`src/rtl/mem_bus_pkg.sv`:
```
`default_nettype none
// ============================================================================
// Module      : mem_bus_pkg
// Description : Shared definitions for the memory bus controller: FSM state
//               encoding, transfer kinds, d_size encodings and the width of
//               the access wait counter.
// Ports       : none (package)
// Revision    : 1.0 - initial release
// ============================================================================
package mem_bus_pkg;

    // Bus controller FSM states
    typedef enum logic [1:0] {
        ST_IDLE   = 2'd0,
        ST_SETUP  = 2'd1,
        ST_ACCESS = 2'd2,
        ST_DONE   = 2'd3
    } state_t;

    // Kind of the transfer currently owning the bus
    typedef enum logic [1:0] {
        KIND_FETCH = 2'd0,
        KIND_READ  = 2'd1,
        KIND_WRITE = 2'd2
    } kind_t;

    // d_size encodings
    localparam logic SIZE_BYTE = 1'b0;
    localparam logic SIZE_WORD = 1'b1;

    // Wait counter width; holds WAIT_CYC values 0..15
    localparam int WCNT_W = 4;

endpackage : mem_bus_pkg
`default_nettype wire

```
`src/rtl/mem_bus_ctrl_byte_lane_mux.sv`:
```
`default_nettype none
// ============================================================================
// Module      : byte_lane_mux
// Description : Combinational byte-lane steering. Read path selects one lane
//               of the memory bus for byte accesses and sign/zero extends it;
//               write path replicates the low data byte onto every lane.
// Ports       : lane      - byte lane index (address LSBs)
//               rd_size   - size of the read being completed
//               sext      - sign-extend a byte read when high
//               bus_rdata - raw memory read data
//               rd_data   - steered/extended read result
//               wr_size   - size of the write being issued
//               wdata     - requester write data
//               bus_wdata - data to drive on the memory bus
// Revision    : 1.0 - initial release
// ============================================================================
module byte_lane_mux
    import mem_bus_pkg::*;
#(
    parameter int DW = 16
) (
    input  logic [$clog2(DW/8)-1:0] lane,
    input  logic                    rd_size,
    input  logic                    sext,
    input  logic [DW-1:0]           bus_rdata,
    output logic [DW-1:0]           rd_data,
    input  logic                    wr_size,
    input  logic [DW-1:0]           wdata,
    output logic [DW-1:0]           bus_wdata
);

    localparam int LANES = DW / 8;

    logic [7:0] w_byte;

    always_comb begin
        // lane * 8 formed by concatenation so the index stays a plain vector
        w_byte = bus_rdata[{lane, 3'b000} +: 8];

        if (rd_size == SIZE_WORD) begin
            rd_data = bus_rdata;
        end else begin
            rd_data = {{(DW - 8){sext & w_byte[7]}}, w_byte};
        end

        if (wr_size == SIZE_WORD) begin
            bus_wdata = wdata;
        end else begin
            bus_wdata = {LANES{wdata[7:0]}};
        end
    end

endmodule : byte_lane_mux
`default_nettype wire

```
`src/rtl/mem_bus_ctrl.sv`:
```
`default_nettype none
// ============================================================================
// Module      : mem_bus_ctrl
// Description : Two-requester memory bus controller. Arbitrates an
//               instruction-fetch port and a data port (data wins) onto a
//               single asynchronous-style memory bus with SETUP / ACCESS /
//               DONE phases, programmable minimum wait states and mem_rdy
//               stretching. Misaligned word data accesses are rejected.
// Ports       : clk, rst              - clock, async active-high reset
//               if_req/if_addr        - fetch request and word address
//               if_rdata/if_done      - fetched word and completion pulse
//               d_rd_req/d_wr_req     - data read / write requests
//               d_addr/d_size/d_sext  - data address, size, sign-extend
//               d_wdata/d_rdata       - data write / read values
//               d_done/d_err          - completion / misalignment pulses
//               abus, dbus_in/out/oe  - memory address and data buses
//               mem_rdy               - memory ready (low extends access)
//               nmreq, nrd, nwr, nbe  - active-low memory strobes/enables
// Revision    : 1.0 - initial release
// ============================================================================
module mem_bus_ctrl
    import mem_bus_pkg::*;
#(
    parameter int AW       = 16,
    parameter int DW       = 16,
    parameter int WAIT_CYC = 1
) (
    input  logic            clk,
    input  logic            rst,
    input  logic            if_req,
    input  logic [AW-1:0]   if_addr,
    output logic [DW-1:0]   if_rdata,
    output logic            if_done,
    input  logic            d_rd_req,
    input  logic            d_wr_req,
    input  logic [AW-1:0]   d_addr,
    input  logic            d_size,
    input  logic            d_sext,
    input  logic [DW-1:0]   d_wdata,
    output logic [DW-1:0]   d_rdata,
    output logic            d_done,
    output logic            d_err,
    output logic [AW-1:0]   abus,
    input  logic [DW-1:0]   dbus_in,
    output logic [DW-1:0]   dbus_out,
    output logic            dbus_oe,
    input  logic            mem_rdy,
    output logic            nmreq,
    output logic            nrd,
    output logic            nwr,
    output logic [DW/8-1:0] nbe
);

    localparam int LANES = DW / 8;
    localparam int LSB   = $clog2(LANES);

    state_t              r_state;
    kind_t               r_kind;
    logic [AW-1:0]       r_addr;
    logic                r_size;
    logic                r_sext;
    logic [WCNT_W-1:0]   r_wcnt;

    logic                w_d_req;
    logic                w_d_misaligned;
    logic [LANES-1:0]    w_nbe_d;
    logic [DW-1:0]       w_rd_data;
    logic [DW-1:0]       w_wr_data;

    assign w_d_req        = d_rd_req | d_wr_req;
    assign w_d_misaligned = (d_size == SIZE_WORD) && (d_addr[LSB-1:0] != '0);
    assign w_nbe_d        = (d_size == SIZE_WORD) ? '0
                                                  : ~(LANES'(1) << d_addr[LSB-1:0]);
    assign abus           = r_addr;

    // Read path uses the latched access; write path uses the live request
    // because write data is registered onto the bus at grant.
    byte_lane_mux #(
        .DW (DW)
    ) u_lane_mux (
        .lane      (r_addr[LSB-1:0]),
        .rd_size   (r_size),
        .sext      (r_sext),
        .bus_rdata (dbus_in),
        .rd_data   (w_rd_data),
        .wr_size   (d_size),
        .wdata     (d_wdata),
        .bus_wdata (w_wr_data)
    );

    always_ff @(posedge clk or posedge rst) begin
        if (rst) begin
            r_state  <= ST_IDLE;
            r_kind   <= KIND_FETCH;
            r_addr   <= '0;
            r_size   <= SIZE_WORD;
            r_sext   <= 1'b0;
            r_wcnt   <= '0;
            nmreq    <= 1'b1;
            nrd      <= 1'b1;
            nwr      <= 1'b1;
            nbe      <= '1;
            dbus_oe  <= 1'b0;
            dbus_out <= '0;
            if_rdata <= '0;
            d_rdata  <= '0;
            if_done  <= 1'b0;
            d_done   <= 1'b0;
            d_err    <= 1'b0;
        end else begin
            if_done <= 1'b0;
            d_done  <= 1'b0;
            d_err   <= 1'b0;

            case (r_state)
                ST_IDLE: begin
                    // The cycle carrying an error pulse is skipped so a
                    // requester still holding its request while it sees
                    // d_err is not rejected a second time.
                    if (!d_err) begin
                        if (w_d_req) begin
                            if (w_d_misaligned) begin
                                d_err <= 1'b1;
                            end else begin
                                r_state <= ST_SETUP;
                                r_kind  <= d_wr_req ? KIND_WRITE : KIND_READ;
                                r_addr  <= d_addr;
                                r_size  <= d_size;
                                r_sext  <= d_sext;
                                nmreq   <= 1'b0;
                                nbe     <= w_nbe_d;
                                dbus_oe <= d_wr_req;
                                if (d_wr_req) begin
                                    dbus_out <= w_wr_data;
                                end
                            end
                        end else if (if_req) begin
                            r_state <= ST_SETUP;
                            r_kind  <= KIND_FETCH;
                            r_addr  <= if_addr;
                            r_size  <= SIZE_WORD;
                            r_sext  <= 1'b0;
                            nmreq   <= 1'b0;
                            nbe     <= '0;
                            dbus_oe <= 1'b0;
                        end
                    end
                end

                ST_SETUP: begin
                    r_state <= ST_ACCESS;
                    r_wcnt  <= WCNT_W'(WAIT_CYC);
                    if (r_kind == KIND_WRITE) begin
                        nwr <= 1'b0;
                    end else begin
                        nrd <= 1'b0;
                    end
                end

                ST_ACCESS: begin
                    if (r_wcnt != '0) begin
                        r_wcnt <= r_wcnt - 1'b1;
                    end else if (mem_rdy) begin
                        r_state <= ST_DONE;
                        nmreq   <= 1'b1;
                        nrd     <= 1'b1;
                        nwr     <= 1'b1;
                        nbe     <= '1;
                        dbus_oe <= 1'b0;
                        if (r_kind == KIND_FETCH) begin
                            if_rdata <= dbus_in;
                            if_done  <= 1'b1;
                        end else begin
                            if (r_kind == KIND_READ) begin
                                d_rdata <= w_rd_data;
                            end
                            d_done <= 1'b1;
                        end
                    end
                end

                ST_DONE: begin
                    r_state <= ST_IDLE;
                end

                default: begin
                    r_state <= ST_IDLE;
                end
            endcase
        end
    end

endmodule : mem_bus_ctrl
`default_nettype wire
```
`config.mk`:
```
export PLATFORM = sky130hd
export DESIGN_NAME = mem_bus_ctrl
export DESIGN_NICKNAME = d
export VERILOG_FILES = /design/src/rtl/mem_bus_pkg.sv /design/src/rtl/mem_bus_ctrl_byte_lane_mux.sv /design/src/rtl/mem_bus_ctrl.sv
export SDC_FILE = /design/constraint.sdc
export NUM_CORES = 1
export LEC_CHECK = 0
export CAP_MARGIN = 0
export CORE_MARGIN = 4
export CORE_UTILIZATION = 40
export CTS_BUF_LIST = sky130_fd_sc_hd__clkbuf_16
export DETAILED_ROUTE_END_ITERATION = 10
export PLACE_DENSITY_LB_ADDON = 0.05
export SYNTH_ARGS = -nofsm -noshare
export SYNTH_HDL_FRONTEND = slang
export SYNTH_SLANG_ARGS = --single-unit
```
`constraint.sdc`:
```
create_clock -name clk -period 2.84 [get_ports clk]
set_clock_uncertainty 0.2 [all_clocks]
set_input_delay 0.568 -clock clk [delete_from_list [all_inputs] [get_ports clk]]
set_output_delay 0.568 -clock clk [all_outputs]
set_load 0.02 [all_outputs]
```
After elaboration in Yosys (flattened, before gate mapping)
Index checks and enable logic that the tools add are counted.
W data, S select, Z words.

cells by class
  add/sub/neg operators = 1
  shifts and indexed selects = 2
  eq/ne operators = 14
  bitwise gates (word level) = 7
  mux-type cells = 57
  reduce and logical (&&, ||, !) cells = 16

operators with widths
  operator               number
  $mux W16               5
  $mux W1                30
  $mux W2                14
  $reduce_and A4 Y1      4
  $shiftx A16 B5 Y8      1
  $reduce_and A5 Y1      3
  $ne A2 B2 Y1 const B   7
  $pmux W1 S2            4
  $pmux W2 S4            1
  $pmux W4 S2            1
  $eq A2 B2 Y1 const B   3
  $ne A3 B3 Y1 const B   2
  $reduce_and A6 Y1      1
  $reduce_bool A2 Y1     3
  $eq A2 B1 Y1 const B   2
  $logic_not A2 Y1       2
  $mux W4                1
  $not A1 Y1             4
  $pmux W2 S2            1
  $reduce_bool A4 Y1     1
  $sub A4 B1 Y4 const B  1
  $not A2 Y2             1
  $reduce_and A2 Y1      1
  $shl A1 B1 Y2 const A  1
  other kinds (3)        3

word-level totals
  input port bits = 72
  logic and storage cells = 114
  register bits = 83

Logic depth before layout (Yosys ltp)
  depth after elaboration = 7
  depth in mapped cells = 8

Cells and area by module
A second synthesis with hierarchy kept.

unflattened totals
  cell total of the unflattened synthesis = 344
  area, all modules = 4,053.9 um^2

modules (own cells, without submodules)
  module         cells each  area each (um^2)  sequential area each (um^2)  instances
  mem_bus_ctrl   296         3,648.5           2,084.5                      1
  byte_lane_mux  48          405.4             0.0                          1

Worst setup path before layout
No wires, ideal clock.

  kind = reg2reg
  start point = register r_wcnt[0]
  end point = register if_rdata[0]
  arrival time = 1,793 ps
  setup time = 125 ps
  path slack = 722 ps
  path buffers = 2
  stages on the path, launching flop included = 9
  cells stage by stage = dfrtp_1 inv_1 ha_1 nor3b_2 nand3_1 or3_1 buf_6 buf_12 mux2_4

between the ends
  word-level cells in the longest chain between the ends = 3

RTL lines
  item                                RTL line             RTL
  start, declared                     mem_bus_ctrl.sv:62   logic [WCNT_W-1:0] r_wcnt;
  start signal, assigned              mem_bus_ctrl.sv:152  r_wcnt <= WCNT_W'(WAIT_CYC);
  start signal, assigned              mem_bus_ctrl.sv:162  r_wcnt <= r_wcnt - 1'b1;
  $reduce_bool A4 Y1                  mem_bus_ctrl.sv:161  if (r_wcnt != '0) begin
  $not A1 Y1 (no source line)         n/a
  $reduce_and A4 Y1 (no source line)  n/a
  end signal, assigned                mem_bus_ctrl.sv:171  if_rdata <= dbus_in;
  end, declared                       mem_bus_ctrl.sv:32   output logic [DW-1:0] if_rdata,

No other way between the ends.
A chain may end at the register's enable or synchronous reset.

Worst setup path in the final report
  start point = register r_wcnt[0]
  end point = register if_rdata[10]

The elaborated chain is that of the path after synthesis.

==> flow_summary.json <==
{
  "crit_required_ns": 2.85,
  "combPwrFrac_pct": 46.4,
  "vias": 3132,
  "grtUsageTotal_pct": 17.72,
  "synth_mux_area_share_pct": 13.93,
  "first_pass_iters": 6,
  "clk_latency_ns": 0.33,
  "start_util_pct": 41.02,
  "power.density_mw_per_mm2": 1066,
  "endpoint_kind": "flip-flop",
  "worstPathArrival_ns": 2.29,
  "synth_top_area_share_pct": 50.84,
  "area_delta_synth_final_pct": 51.44,
  "met3_usage_pct": 4.532,
  "drv_cap": 0,
  "cts.repair.resized": 0,
  "min_delay_worst_endpoint": "nbe[0]",
  "tightest_slew_ns": 0.5545,
  "swShare_pct": 35.84,
  "dieHeight_um": 105.3,
  "ff2ff_setup_slack_ns": 0.56,
  "ys_warn_count": 0,
  "path_cells": "inv_1 -> ha_1 -> nor3b_2 -> nand3_1 -> or3_1 -> buf_4 -> mux2_4",
  "numCtsBuffers": 9,
  "seq_area_frac_synth_pct": 55.00,
  "ant_nets": 0,
  "clkSinkCount": 83,
  "wire_per_inst_um": 15.18,
  "postRouteWirelength_mm": 9.686,
  "grt_max_degree": 39,
  "synth_area_sq_mm": 0.003790,
  "power.internal_uw": 3926,
  "p_switching_uw": 2193,
  "htreeDepth": 3,
  "yosysTopAreaCell": "dfrtp_1",
  "synth_top_family_by_area": "multiplexers",
  "synth-edff-count": 0,
  "drc_errors": 0,
  "antenna_found_initial": 0,
  "synthXorXnorAreaFrac_pct": 0,
  "cp_slowest_stage_delay_ns": 0.41,
  "cp_max_fo": 17,
  "hold_depth": 2,
  "post_synth_fa_ha_maj_area_fraction_pct": 2.311,
  "nets": 583,
  "yosys.area_share.simple_pct": 12.88,
  "synth_ff_type": "dfrtp_1",
  "synthCells": 356,
  "hp-class": "reg2reg",
  "rows": 35,
  "core_sq_mm": 0.009240,
  "seq_power_share_pct": 33.0,
  "rsz0062_at_grt": "false",
  "reg2reg_depth": 7,
  "synthArstFlopShare_pct": 100.0,
  "synthTopCellsByCount": "dfrtp_1, nand2_1, nor2_1, a21oi_1, o21ai_0",
  "use_met2_pct": 29.10,
  "die-area_sq_mm": 0.01110,
  "yosysMostFrequentCell": "dfrtp_1",
  "postCtsSetupRepairBufs": 0,
  "cellLeakagePower_uw": 0.002538,
  "clkTransAtPathRegs_ns": 0.06,
  "die-width_um": 105.3,
  "ir_worst_vdd_mv": 0.4827,
  "gp_congestion": 0.7794,
  "nFillCells": 784,
  "slew_headroom_pct": 63.03,
  "finalSetupTns_ns": 0,
  "pin_count": 145,
  "hold_viol": 0,
  "overflow": 0,
  "grt_pass1_wl_mm": 15.78,
  "clkPwrFrac_pct": 20.6,
  "cts_tree": "built",
  "worstReg2RegStart": "r_wcnt[0]",
  "ys_seq_elements": 83,
  "synth_cell_type_count": 45,
  "cts-hold-fix-buffers": 0,
  "cts-root-buf": "clkbuf_16",
  "hp-start": "nbe[0]",
  "hpwl_mm": 7.225,
  "crit_type": "reg2reg",
  "grt_pass1_vias": 3100,
  "finalCriticalPeriod_ns": 2.280,
  "portBuffers": 144,
  "rr_endpoint": "if_rdata[10]",
  "layout-drive-gt1-share_pct": 13.56,
  "worstSetupStartpointType": "flip-flop",
  "status": "finished, final reports clean",
  "synthesis.nets": 435,
  "synth_compound_area_share_pct": 11.79,
  "period_share_pct": 80.28,
  "final_max_slew_viol_count": 0,
  "fmax_mhz": 438.6,
  "cts_max_path_buffers": 2,
  "grt.busiest_layer": "met2",
  "via_per_inst": 4.909,
  "crit_path_top_delay_cell": "dfrtp_1",
  "avgSynthCellArea_sq_um": 10.65,
  "met1_usage_pct": 23.27,
  "hold_ws_ns": 0.2746,
  "antenna_cells": 0,
  "synthTopCellsByArea": "dfrtp_1, mux2_2, nand2_1",
  "finalSetupViolCount": 0,
  "initialDrtViolationCount": 72
}
## per-layer routing
metal,routed length (um),share of wire (%)
met5,0,0
met2,4632,48
met4,103,1.1
met3,551,5.7
met1,4398,45
## cell families after synthesis
logic type,count (synthesis)
adders and majority gates,7
DFF,83
buffers and inverters,33
and+or+nand+nor,111
AOI/OAI and AO/OA,76
muxes,46
## flip-flops by register name, summed over array words and instances, names as in the netlist
register / flops
abus: 16
d_done: 1
d_err: 1
d_rdata: 16
dbus_oe: 1
dbus_out: 16
if_done: 1
if_rdata: 16
nbe: 2
nmreq: 1
nrd: 1
nwr: 1
r_kind: 2
r_sext: 1
r_size: 1
r_state: 2
r_wcnt: 4
## layout make-up
cell class | instances | area (sq um) | area share, %
Sequential cell | 83 | 2085 | 36.32
Multi-Input combinational cell | 240 | 1556 | 27.12
Timing Repair Buffer | 156 | 1556 | 27.12
Clock buffer | 9 | 225.2 | 3.924
Tap cell | 129 | 161.4 | 2.812
Clock inverter | 7 | 98.84 | 1.722
Inverter | 14 | 56.30 | 0.9810
## power by group through the flow
stage	clock [uW]	sequential, uW	combinational, uW
global route	1350	2090	3070
global placement	0	2020	2840
floorplan	0	2500	1120
detailed placement	0	2040	2880
finish	1260	2020	2840
CTS	1290	2020	2890
## worst max-delay path, delay by kind of cell, from the launching register on
family / cells / cell delay, ns
adders and majority gates: 1 / 0.17
buffers and inverters: 2 / 0.35
DFF: 1 / 0.41
muxes: 1 / 0.32
and+or+nand+nor: 3 / 0.71
## cell usage in the layout (no fill, tap or decap), types with 2 or more instances in the layout
cell type and instances:
clkdlybuf4s50_1 144, dfrtp_1 77, nand2_1 54, nor2_1 31
a21oi_1 25, o21ai_0 22, mux2i_1 19, mux2_2 18
a31oi_1 16, inv_1 13, buf_4 10, mux2_4 9
clkbuf_16 9, ha_1 7, nand3_1 6, dfstp_2 6
nor3_1 4, nand2b_1 4, nor2b_1 2, a22o_1 2
clkinv_4 2, inv_6 2, bufinv_16 2, buf_12 2
## worst max-delay path by stage
stage / from / end / slack, ns / depth (start not counted)
floorplan: r_wcnt[0] / if_rdata[0] / 0.72 / 8
global placement: d_rd_req / dbus_oe / 0.34 / 5
detailed placement: d_rd_req / dbus_oe / 0.27 / 5
CTS: r_wcnt[0] / if_rdata[14] / 0.53 / 7
global route: r_wcnt[0] / if_rdata[14] / 0.42 / 7
finish: r_wcnt[0] / if_rdata[10] / 0.56 / 7
## stage by stage
| step | instance area (sq um) | cells | total power (uW) | worst slack [ns] | util, % |
|---|---|---|---|---|---|
| finish | 5739 | 638 | 6118 | 0.5600 | 62.11 |
| global placement | 5415 | 622 | 4861 | 0.3382 | 58.61 |
| detailed placement | 5415 | 622 | 4919 | 0.2684 | 58.61 |
| floorplan | 3794 | 356 | 3625 | 0.7223 | - |
| CTS | 5739 | 638 | 6206 | 0.5304 | 62.11 |
| global route | 5739 | 638 | 6506 | 0.4186 | 62.11 |
Power figures use the tool's default switching activity.
==> variant (same flow settings) <==
Encoding of `state_t`: now Gray code (2 bits for 4 states).
--- a/src/rtl/mem_bus_pkg.sv
+++ b/src/rtl/mem_bus_pkg.sv
@@ -11,10 +11,10 @@
 
     // Bus controller FSM states
     typedef enum logic [1:0] {
-        ST_IDLE   = 2'd0,
-        ST_SETUP  = 2'd1,
-        ST_ACCESS = 2'd2,
-        ST_DONE   = 2'd3
+        ST_IDLE   = 2'b00,
+        ST_SETUP  = 2'b01,
+        ST_ACCESS = 2'b11,
+        ST_DONE   = 2'b10
     } state_t;
 
     // Kind of the transfer currently owning the bus
Behaviour: no difference found for any inputs over 4 cycles, from zero or initial values and one cycle with rst high; so few cycles prove little.
==> variant against the unedited design <==
- wire length is 6.2% lower
- sequential cell count stayed put
- utilization is 0.33 points lower
- die area is 0.97% higher
- area after synthesis is 1.1% higher
- cell count is 12% lower
- worst setup slack better by 0.030 ns
- power hardly changed
- final area hardly changed
- sequential power is 4% higher
- non-clock buffer count is 4 lower
- largest cell class unchanged
- largest power group unchanged
- highest routed layer unchanged
==> variant: results (changes against the unedited design) <==
<table>
<tr><th>Metric</th><th>Value</th></tr>
<tr><th colspan="2">Setup path</th></tr>
<tr><td>Endpoint of the lowest-slack register-to-register path</td><td>d_rdata[12]$_DFFE_PP0P_</td></tr>
<tr><td>Register-to-register path setup slack</td><td>0.67 ns (+0.11 ns)</td></tr>
<tr><td>Cell family with most CP delay</td><td>buffers and inverters</td></tr>
<tr><td>Launch instance of the worst register-to-register path</td><td>r_state[1]$_DFFE_PP0P_</td></tr>
<tr><td>Worst reg-to-reg path cell count</td><td>4 (-3)</td></tr>
<tr><td>Maximum single-stage delay on the critical path</td><td>0.60 ns (+0.19 ns)</td></tr>
<tr><td>Top fanout value on the critical path</td><td>3 (-14)</td></tr>
<tr><td>Cell at the slowest stage of the critical path</td><td>clkdlybuf4s50_1</td></tr>
<tr><td>Worst setup path start</td><td>nwr$_DFFE_PP1P_</td></tr>
<tr><th colspan="2">Yosys</th></tr>
<tr><td>Top cells by count, synth</td><td>mux2_2 (99), dfrtp_1 (77), o21ai_0 (17)</td></tr>
<tr><td>Adder-Cell Fraction of Synth Area</td><td>0.653% (-1.7 points)</td></tr>
<tr><td>Share of the yosys chip area belonging to registers</td><td>54.4% (-0.57 points)</td></tr>
<tr><td>Post-Syn Nets</td><td>351 (-19%)</td></tr>
<tr><td>Post-synthesis mux area share</td><td>29.9% (+16 points)</td></tr>
<tr><td>Compound-Gate Fraction of Synth Area</td><td>5.23% (-6.6 points)</td></tr>
<tr><th colspan="2">Run status</th></tr>
<tr><td>Result of the run</td><td>finished, final reports clean</td></tr>
<tr><th colspan="2">Route</th></tr>
<tr><td>Initial detailed-routing violation count</td><td>62 (-14%)</td></tr>
<tr><td>Average wire length per cell after detail routing</td><td>16.2 um (+7.0%)</td></tr>
<tr><td>Routed via count divided by cell count</td><td>4.96 (+1.1%)</td></tr>
<tr><td>Number of optimization iterations in the first detailed-route pass</td><td>4 (-2)</td></tr>
<tr><th colspan="2">Placed design</th></tr>
<tr><td>Final HPWL DP</td><td>6530 um (-9.6%)</td></tr>
<tr><td>Cell area after placement</td><td>5420 um^2 (about the same)</td></tr>
<tr><td>Final weighted congestion in routability-driven placement</td><td>0.768 (-1.5%)</td></tr>
<tr><td>Pre-CTS setup slack</td><td>0.359 ns (+0.0905 ns)</td></tr>
<tr><th colspan="2">Global route</th></tr>
<tr><td>First-pass GRT wire length</td><td>14600 um (-7.3%)</td></tr>
<tr><th colspan="2">Final layout</th></tr>
<tr><td>Final net count</td><td>499 (-14%)</td></tr>
<tr><th colspan="2">Hold path</th></tr>
<tr><td>Hold Path Cell Cnt</td><td>1 (-1)</td></tr>
<tr><td>Critical hold path startpoint</td><td>r_wcnt[1]$_DFFE_PP0P_</td></tr>
</table>
-- variant: through the flow --
stage | instances | utilization, % | hold WS [ns]
2_1_floorplan | 277 | - | 0.263
3_3_place_gp | 543 | 58.4 | 0.276
3_5_place_dp | 543 | 58.4 | 0.281
4_1_cts | 559 | 61.8 | 0.299
5_1_grt | 559 | 61.8 | 0.317
6_report | 559 | 61.8 | 0.297
-- variant: final cells by class --
cell class | count | area (um^2)
timing repair buffer | 152 | 1510
inverter | 8 | 33.8
tap | 129 | 161
clock buffer | 9 | 225
sequential | 83 | 2080
multi-input combinational | 171 | 1620
clock inverter | 7 | 92.6
fill | 773 | 3550
-- variant: per-layer routing --
layer | GRT usage, % | share of wire, %
met1 | 19.7 | 42
met5 | 0 | 0
met2 | 26.8 | 48
met3 | 6.25 | 9.0
met4 | 5.27 | 1.2
-- variant: cells by family (layout without fill, tap and decap cells) --
kind of cell	after synthesis	after routing
flip-flops	83	83
AND/OR/NAND/NOR	35	35
multiplexers	102	102
buffers and inverters	23	176
adder cells (fa/ha/maj)	2	2
AO/OA/AOI/OAI	32	32
-- variant: power by group --
part	leakage [nW]	switching, mW	total [mW]	internal (mW)
Clock	0.155	0.475	1.24	0.769
Combinational	1.24	1.28	2.78	1.50
Sequential	1.03	0.346	2.10	1.75
Total	2.43	2.10	6.12	4.02
